===== src/rtl/chan_pkt_reader_pkg.sv =====
// chan_pkt_reader_pkg: shared state encodings, header layout and format codes for the TX channel packet reader.
package chan_pkt_reader_pkg;
    typedef enum logic [2:0] {IDLE, HEADER, TIMESTAMP, WAIT, WAITSTROBE, SEND, SEND_HI} state_t;
    localparam int HDR_SOB = 28;
    localparam int HDR_EOB = 27;
    localparam int HDR_RSSI = 26;
    localparam int HDR_LEN_LSB = 2;
    localparam logic [3:0] FMT_QI16 = 4'd0;
    localparam logic [3:0] FMT_QI8 = 4'd1;
    localparam logic [31:0] TS_NOW = 32'hFFFF_FFFF;
endpackage


===== src/rtl/chan_pkt_ts_cmp.sv =====
// chan_pkt_ts_cmp: wrap-safe compare of a packet timestamp against adc_time and the send window.
module chan_pkt_ts_cmp
    import chan_pkt_reader_pkg::*;
#(
    parameter int JITTER = 5
) (
    input  logic [31:0] timestamp,
    input  logic [31:0] adc_time,
    output logic        late,
    output logic        in_window
);
    logic signed [31:0] d;
    logic now;
    always_comb begin
        d = $signed(timestamp - adc_time);
        now = timestamp == TS_NOW;
        late = !now && d <= 0;
        in_window = now || (d > 0 && d <= JITTER);
    end
endmodule


===== src/rtl/chan_pkt_reader.sv =====
// chan_pkt_reader: parses header/timestamp from a show-ahead packet FIFO and feeds timed I/Q samples to tx_chain.
// Optional RSSI gating of SOB packets is built when RSSI_GATE_EN is defined.
module chan_pkt_reader
    import chan_pkt_reader_pkg::*;
#(
    parameter int LEN_W = 7,
    parameter int OUT_W = 16,
    parameter int JITTER = 5,
    parameter int DROP_W = 16
) (
    input  logic              tx_clock,
    input  logic              reset,
    input  logic              tx_strobe,
    input  logic [31:0]       adc_time,
    input  logic [3:0]        samples_format,
    input  logic [31:0]       fifodata,
    input  logic              pkt_waiting,
`ifdef RSSI_GATE_EN
    input  logic [31:0]       rssi,
    input  logic [31:0]       threshhold,
    input  logic [31:0]       rssi_wait,
`endif
    output logic              rdreq,
    output logic              skip,
    output logic [OUT_W-1:0]  tx_i,
    output logic [OUT_W-1:0]  tx_q,
    output logic              tx_empty,
    output logic              underrun,
    output logic [DROP_W-1:0] drop_count
);
    state_t state;
    logic trash, burst, late, in_window, drop, go, sob, eob;
    logic [LEN_W-1:0] len, read_len;
    logic [31:0] timestamp;
    logic [15:0] hi;

    // MSB-align a 16-bit field into OUT_W: truncates LSBs or zero-pads them
    function automatic logic [OUT_W-1:0] align(input logic [15:0] v);
        return OUT_W'({v, {OUT_W{1'b0}}} >> 16);
    endfunction

    chan_pkt_ts_cmp #(.JITTER(JITTER)) u_cmp (
        .timestamp(timestamp),
        .adc_time(adc_time),
        .late(late),
        .in_window(in_window)
    );

    assign sob = fifodata[HDR_SOB];
    assign eob = fifodata[HDR_EOB];

`ifdef RSSI_GATE_EN
    logic rssi_flag;
    logic [31:0] time_wait;
    assign drop = late || (rssi_flag && rssi_wait != 32'd0 && time_wait >= rssi_wait);
    assign go = in_window && (!rssi_flag || rssi <= threshhold);
`else
    assign drop = late;
    assign go = in_window;
`endif

    always_ff @(posedge tx_clock) begin
        if (reset) begin
            state <= IDLE;
            rdreq <= 1'b0;
            skip <= 1'b0;
            underrun <= 1'b0;
            tx_empty <= 1'b1;
            tx_i <= '0;
            tx_q <= '0;
            drop_count <= '0;
            trash <= 1'b0;
            burst <= 1'b0;
            len <= '0;
            read_len <= '0;
            timestamp <= '0;
            hi <= '0;
`ifdef RSSI_GATE_EN
            rssi_flag <= 1'b0;
            time_wait <= '0;
`endif
        end else begin
            if (tx_strobe && state != SEND && state != SEND_HI)
                tx_empty <= 1'b1;
            case (state)
                IDLE: begin
                    skip <= 1'b0;
                    underrun <= burst && !pkt_waiting;
`ifdef RSSI_GATE_EN
                    time_wait <= '0;
`endif
                    // the FIFO still shows the discarded packet while skip is high
                    if (pkt_waiting && !skip) begin
                        rdreq <= 1'b1;
                        state <= HEADER;
                    end
                end
                HEADER: begin
                    if (trash && !sob) begin
                        rdreq <= 1'b0;
                        skip <= 1'b1;
                        state <= IDLE;
                    end else begin
                        len <= fifodata[LEN_W+1:HDR_LEN_LSB];
                        read_len <= '0;
                        burst <= (sob || eob) ? sob && !eob : burst;
`ifdef RSSI_GATE_EN
                        rssi_flag <= fifodata[HDR_RSSI] && sob;
`endif
                        state <= TIMESTAMP;
                    end
                end
                TIMESTAMP: begin
                    timestamp <= fifodata;
                    rdreq <= 1'b0;
                    state <= WAIT;
                end
                WAIT: begin
`ifdef RSSI_GATE_EN
                    time_wait <= time_wait + 32'd1;
`endif
                    if (drop) begin
                        trash <= 1'b1;
                        skip <= 1'b1;
                        drop_count <= drop_count + {{(DROP_W-1){1'b0}}, ~&drop_count};
                        state <= IDLE;
                    end else if (go) begin
                        trash <= 1'b0;
                        state <= WAITSTROBE;
                    end
                end
                WAITSTROBE: begin
                    if (read_len == len) begin
                        skip <= 1'b1;
                        state <= IDLE;
                    end else if (tx_strobe) begin
                        rdreq <= 1'b1;
                        state <= SEND;
                    end
                end
                SEND: begin
                    rdreq <= 1'b0;
                    read_len <= read_len + 1'b1;
                    tx_empty <= 1'b0;
                    if (samples_format == FMT_QI8) begin
                        tx_i <= align({fifodata[7:0], 8'h00});
                        tx_q <= align({fifodata[15:8], 8'h00});
                        hi <= fifodata[31:16];
                        state <= SEND_HI;
                    end else begin
                        tx_i <= align(fifodata[15:0]);
                        tx_q <= align(fifodata[31:16]);
                        state <= WAITSTROBE;
                    end
                end
                SEND_HI: begin
                    if (tx_strobe) begin
                        tx_i <= align({hi[7:0], 8'h00});
                        tx_q <= align({hi[15:8], 8'h00});
                        tx_empty <= 1'b0;
                        state <= WAITSTROBE;
                    end
                end
                default: state <= IDLE;
            endcase
        end
    end
endmodule

===== config.mk =====
export PLATFORM = sky130hd
export DESIGN_NAME = chan_pkt_reader
export DESIGN_NICKNAME = d
export VERILOG_FILES = /design/src/rtl/chan_pkt_reader_pkg.sv /design/src/rtl/chan_pkt_ts_cmp.sv /design/src/rtl/chan_pkt_reader.sv
export SDC_FILE = /design/constraint.sdc
export NUM_CORES = 1
export LEC_CHECK = 0
export BUFFER_PORTS_ARGS = -buffer_cell sky130_fd_sc_hd__buf_4
export CORE_ASPECT_RATIO = 0.7
export CORE_MARGIN = 2
export CORE_UTILIZATION = 41
export CTS_CLUSTER_SIZE = 40
export DETAILED_ROUTE_END_ITERATION = 16
export PLACE_DENSITY_LB_ADDON = 0.15
export REMOVE_ABC_BUFFERS = 1
export SLEW_MARGIN = 40
export SYNTH_ARGS = -nofsm -noshare
export SYNTH_HDL_FRONTEND = slang
export SYNTH_SLANG_ARGS = --single-unit

===== constraint.sdc =====
create_clock -name tx_clock -period 9.1 [get_ports tx_clock]
set_input_delay 1.365 -clock tx_clock [delete_from_list [all_inputs] [get_ports tx_clock]]
set_output_delay 1.365 -clock tx_clock [all_outputs]
set_load 0.005 [all_outputs]

==> results.txt <==
----------------------------------------------------
[Outcome]
  Run status ... finished clean

[Finish]
  Most common cell after layout, fill and taps aside ... nand2_1
  Storage cell area ... 2380 um2
  Most frequent cells in the layout ... nand2_1 (202), a21oi_1 (150), buf_4 (131), dfxtp_1 (119)
  Total of fill cells in the finished design ... 1759
  NumNets Final ... 1237
  Share of final-layout standard cells stronger than drive strength 1 ... 16.2%
  Area used by multi-input combinational logic ... 4850 um2
  Synth-to-Final Area Change ... 22.9%
  Diode count ... 0

[Die]
  DIE WIDTH ... 167 um
  Area of the core ... 18100 um2
  Total I/O pin count ... 124
  Die area ... 19700 um2
  Starting utilization of the core area ... 42.2%
  Die span in y ... 118 um
  Count of standard-cell rows ... 41

[CTS]
  Number of buffers added to fix hold violations after cts ... 0
  CTS clk-pin slew, worst paths ... 0.06 ns
  Total of cells resized after clock tree synthesis ... 0
  TritonCTS clock tree ... done
  Number of buffers added for setup after CTS ... 0
  Number of levels the H-tree was split into ... 4
  Clock net sink count ... 119
  Worst-Skew Late Latency ... 0.41 ns
  CTS Buffer Depth ... 2
  Cell at the root of the clock tree ... clkbuf_16
  Total CTS buffers ... 17

[Routing]
  Final Routed Wirelength ... 25.6 mm
  Detailed route wirelength on metal2 ... 10.0 mm
  Per-cell routed wire length ... 18.5 um
  DR top layer ... met4
  First-pass iteration count of the detailed router ... 5
  Length of routed met3 wiring ... 2.44 mm
  Number of DRC markers in iteration 0 ... 809
  Post-detailed-route via-to-cell ratio ... 5.73
  M1 WL ... 13.0 mm
  Total vias in the final route ... 7907
  Detail Route Antenna Nets ... 0
  Post-route DRC ... 0

[Global route]
  GRT Total Usage ... 25.2%
  Maximum number of pins on one net before global-route repair ... 77
  First-pass GRT wire length ... 39.6 mm
  Initial antenna violation count ... 0
  Via count of the first global-routing pass ... 6963
  Sum of overflow across all layers after global routing ... 0

[Worst setup path]
  Critical-path maximum fanout ... 9
  Endpoint of the worst register-to-register path ... drop_count[10]
  Critical Path Start ... adc_time[0]
  Worst-case register-to-register setup slack ... 4.82 ns
  Worst Path Class, Setup ... in -> reg
  Startpoint of the most critical register-to-register path ... timestamp[0]
  CP arrival ... 5.19 ns
  Critical path data required time ... 9.39 ns
  R2R cell count ... 14
  Timing endpoint of the critical path ... drop_count[10]
  Endpoint type of the worst setup path ... register
  Setup crit start kind ... primary input

[STA]
  Number of failing setup endpoints in the final timing report ... 0
  Final worst clock skew ... 0.0120 ns
  Relative slew slack ... 45.9%
  Final-report hold violation count ... 0
  Slew at the pin closest to its max-slew limit ... 0.812 ns
  Portion of the clock cycle consumed by the worst path in the final layout ... 53.8%
  Min Clock Period, post-route ... 4.90 ns
  Count of pins over their slew limit ... 0
  Max frequency ... 204 MHz
  Setup repair after global routing missed its margin ... false
  Post-route worst hold slack ... 0.451 ns
  Final-layout setup total negative slack ... 0 ns

[Yosys]
  Cell type contributing the most total cell area after synthesis ... dfxtp_1
  Synthesized area divided by synthesized cell count ... 7.35 um2
  Share of the synthesized area in the top cell type ... 31.2%
  EDFF count, synth ... 0
  Mapped Area ... 7630 um2
  Post-synthesis sequential area ratio ... 31.2%
  Synth cell types ... 68
  Cell count after synthesis ... 1039
  Synth warn ... 0
  Async set or reset register ratio after synthesis ... 0%
  Flops & latches, synth ... 119
  Dominant synthesized flop cell ... dfxtp_1
  Top cells by area in the synthesized netlist ... dfxtp_1 (31%), nand2_1 (9.9%), a21oi_1 (9.9%)

[Placement]
  Final Wtd Congestion ... 0.989
  Estimated wirelength of the detail-placed design ... 19.2 mm
  Port Buf Inserts ... 123

[Hold path]
  Worst hold-check path type ... reg -> reg

[Power]
  Power per unit of standard cell area ... 168 nW/um2
  Maximum vdd ir drop ... 111 uV
  Static Leakage ... 3.86 nW
  Overall power consumption ... 1.57 mW

[Run]
  Count of maximum capacitance violations ... 0

----------------------------------------------------
[worst min-delay path by stage]
stage	cells past startpoint	startpoint	endpoint	slack, ns
finish	2	tx_i[6]	tx_i[6]	0.45
global route	2	tx_i[6]	tx_i[6]	0.47
CTS	2	tx_i[6]	tx_i[6]	0.45
detailed placement	2	tx_i[6]	tx_i[6]	0.45
global placement	2	tx_q[1]	tx_q[1]	0.44
floorplan	2	hi[0]	hi[0]	0.43
[state kept, by name, summed over array words and instances (netlist names), 3 cells and up]
name and cells:
hi 16, tx_q 16, len 7, read_len 7, tx_i 16, drop_count 16
state 3, timestamp 32
[logic make-up (layout without fill, tap and decap cells)]
logic type | Yosys count | in the layout | share of synthesized area (%)
buf+inv | 112 | 216 | 5.64
mux | 33 | 33 | 4.56
simple gates | 419 | 419 | 25.9
flops | 119 | 119 | 31.2
fa+ha+maj | 35 | 35 | 5.83
xor+xnor | 18 | 18 | 2.06
compound gates | 303 | 303 | 24.8
[routing by layer]
layer	track usage [%]	vias to the layer above
met1	40.9	3693
met5	0	-
met2	32.9	317
met4	3.50	0
li1	-	3886
met3	6.70	11
[synthesized netlist by cell type (3+ instances only)]
cell type,instances
and4_1,3
xor2_1,8
nor2_1,50
o21ai_0,27
buf_1,3
nor3b_1,5
clkbuf_1,54
nand4_1,26
dfxtp_1,119
inv_1,50
mux2_1,13
and3_1,15
a31oi_1,10
xnor2_1,10
a21bo_2,3
or2_2,3
nand2_1,202
nand3b_1,5
nand2b_1,5
o21a_1,15
a21o_1,11
o211ai_1,22
a211o_1,3
nand3_1,40
and3b_1,3
nor4_1,5
o2111ai_1,5
o32ai_1,4
o21ai_1,15
a211oi_1,8
mux2i_1,19
or3_1,10
and2_1,4
o31ai_1,6
a21oi_1,151
nor3_1,13
ha_1,34
nor2b_1,21
[layout make-up]
cell class,count,share of cell area [%]
flip-flops and latches,119,25.4
repair buffers,133,10.8
clock buffers,18,4.57
multi-input cells,808,51.7
clock inverters,14,2.37
well taps,236,3.15
inverters,51,2.04
[report_power, final]
part | internal, mW | total (mW) | switching [mW]
registers | 0.537 | 0.558 | 0.0210
logic | 0.104 | 0.269 | 0.165
clock network | 0.489 | 0.747 | 0.258
[through the flow]
step           cell area [um2]  utilization (%)  std cells  worst slack, ns
6_report                  9380             51.8       1379             4.20
5_1_grt                   9380             51.8       1379             3.94
4_1_cts                   9380             51.8       1379             4.26
3_5_place_dp              8730             48.2       1347             3.79
3_3_place_gp              8700             48.0       1345             3.94
2_1_floorplan             7400                -        978             3.71
[critical path, cell delays in order]
cell and delay (ns):
buf_4 0.08, ha_1 0.18, inv_1 0.06, fa_1 0.41
a21o_1 0.24, a221oi_4 0.34, o31ai_2 0.16, a311oi_2 0.34
nor3_1 0.11, or3_1 0.36, a2111oi_4 0.44, nand4bb_1 0.44
a21oi_1 0.32, mux2_1 0.33
No activity file was read; power rests on OpenSTA's default activity.
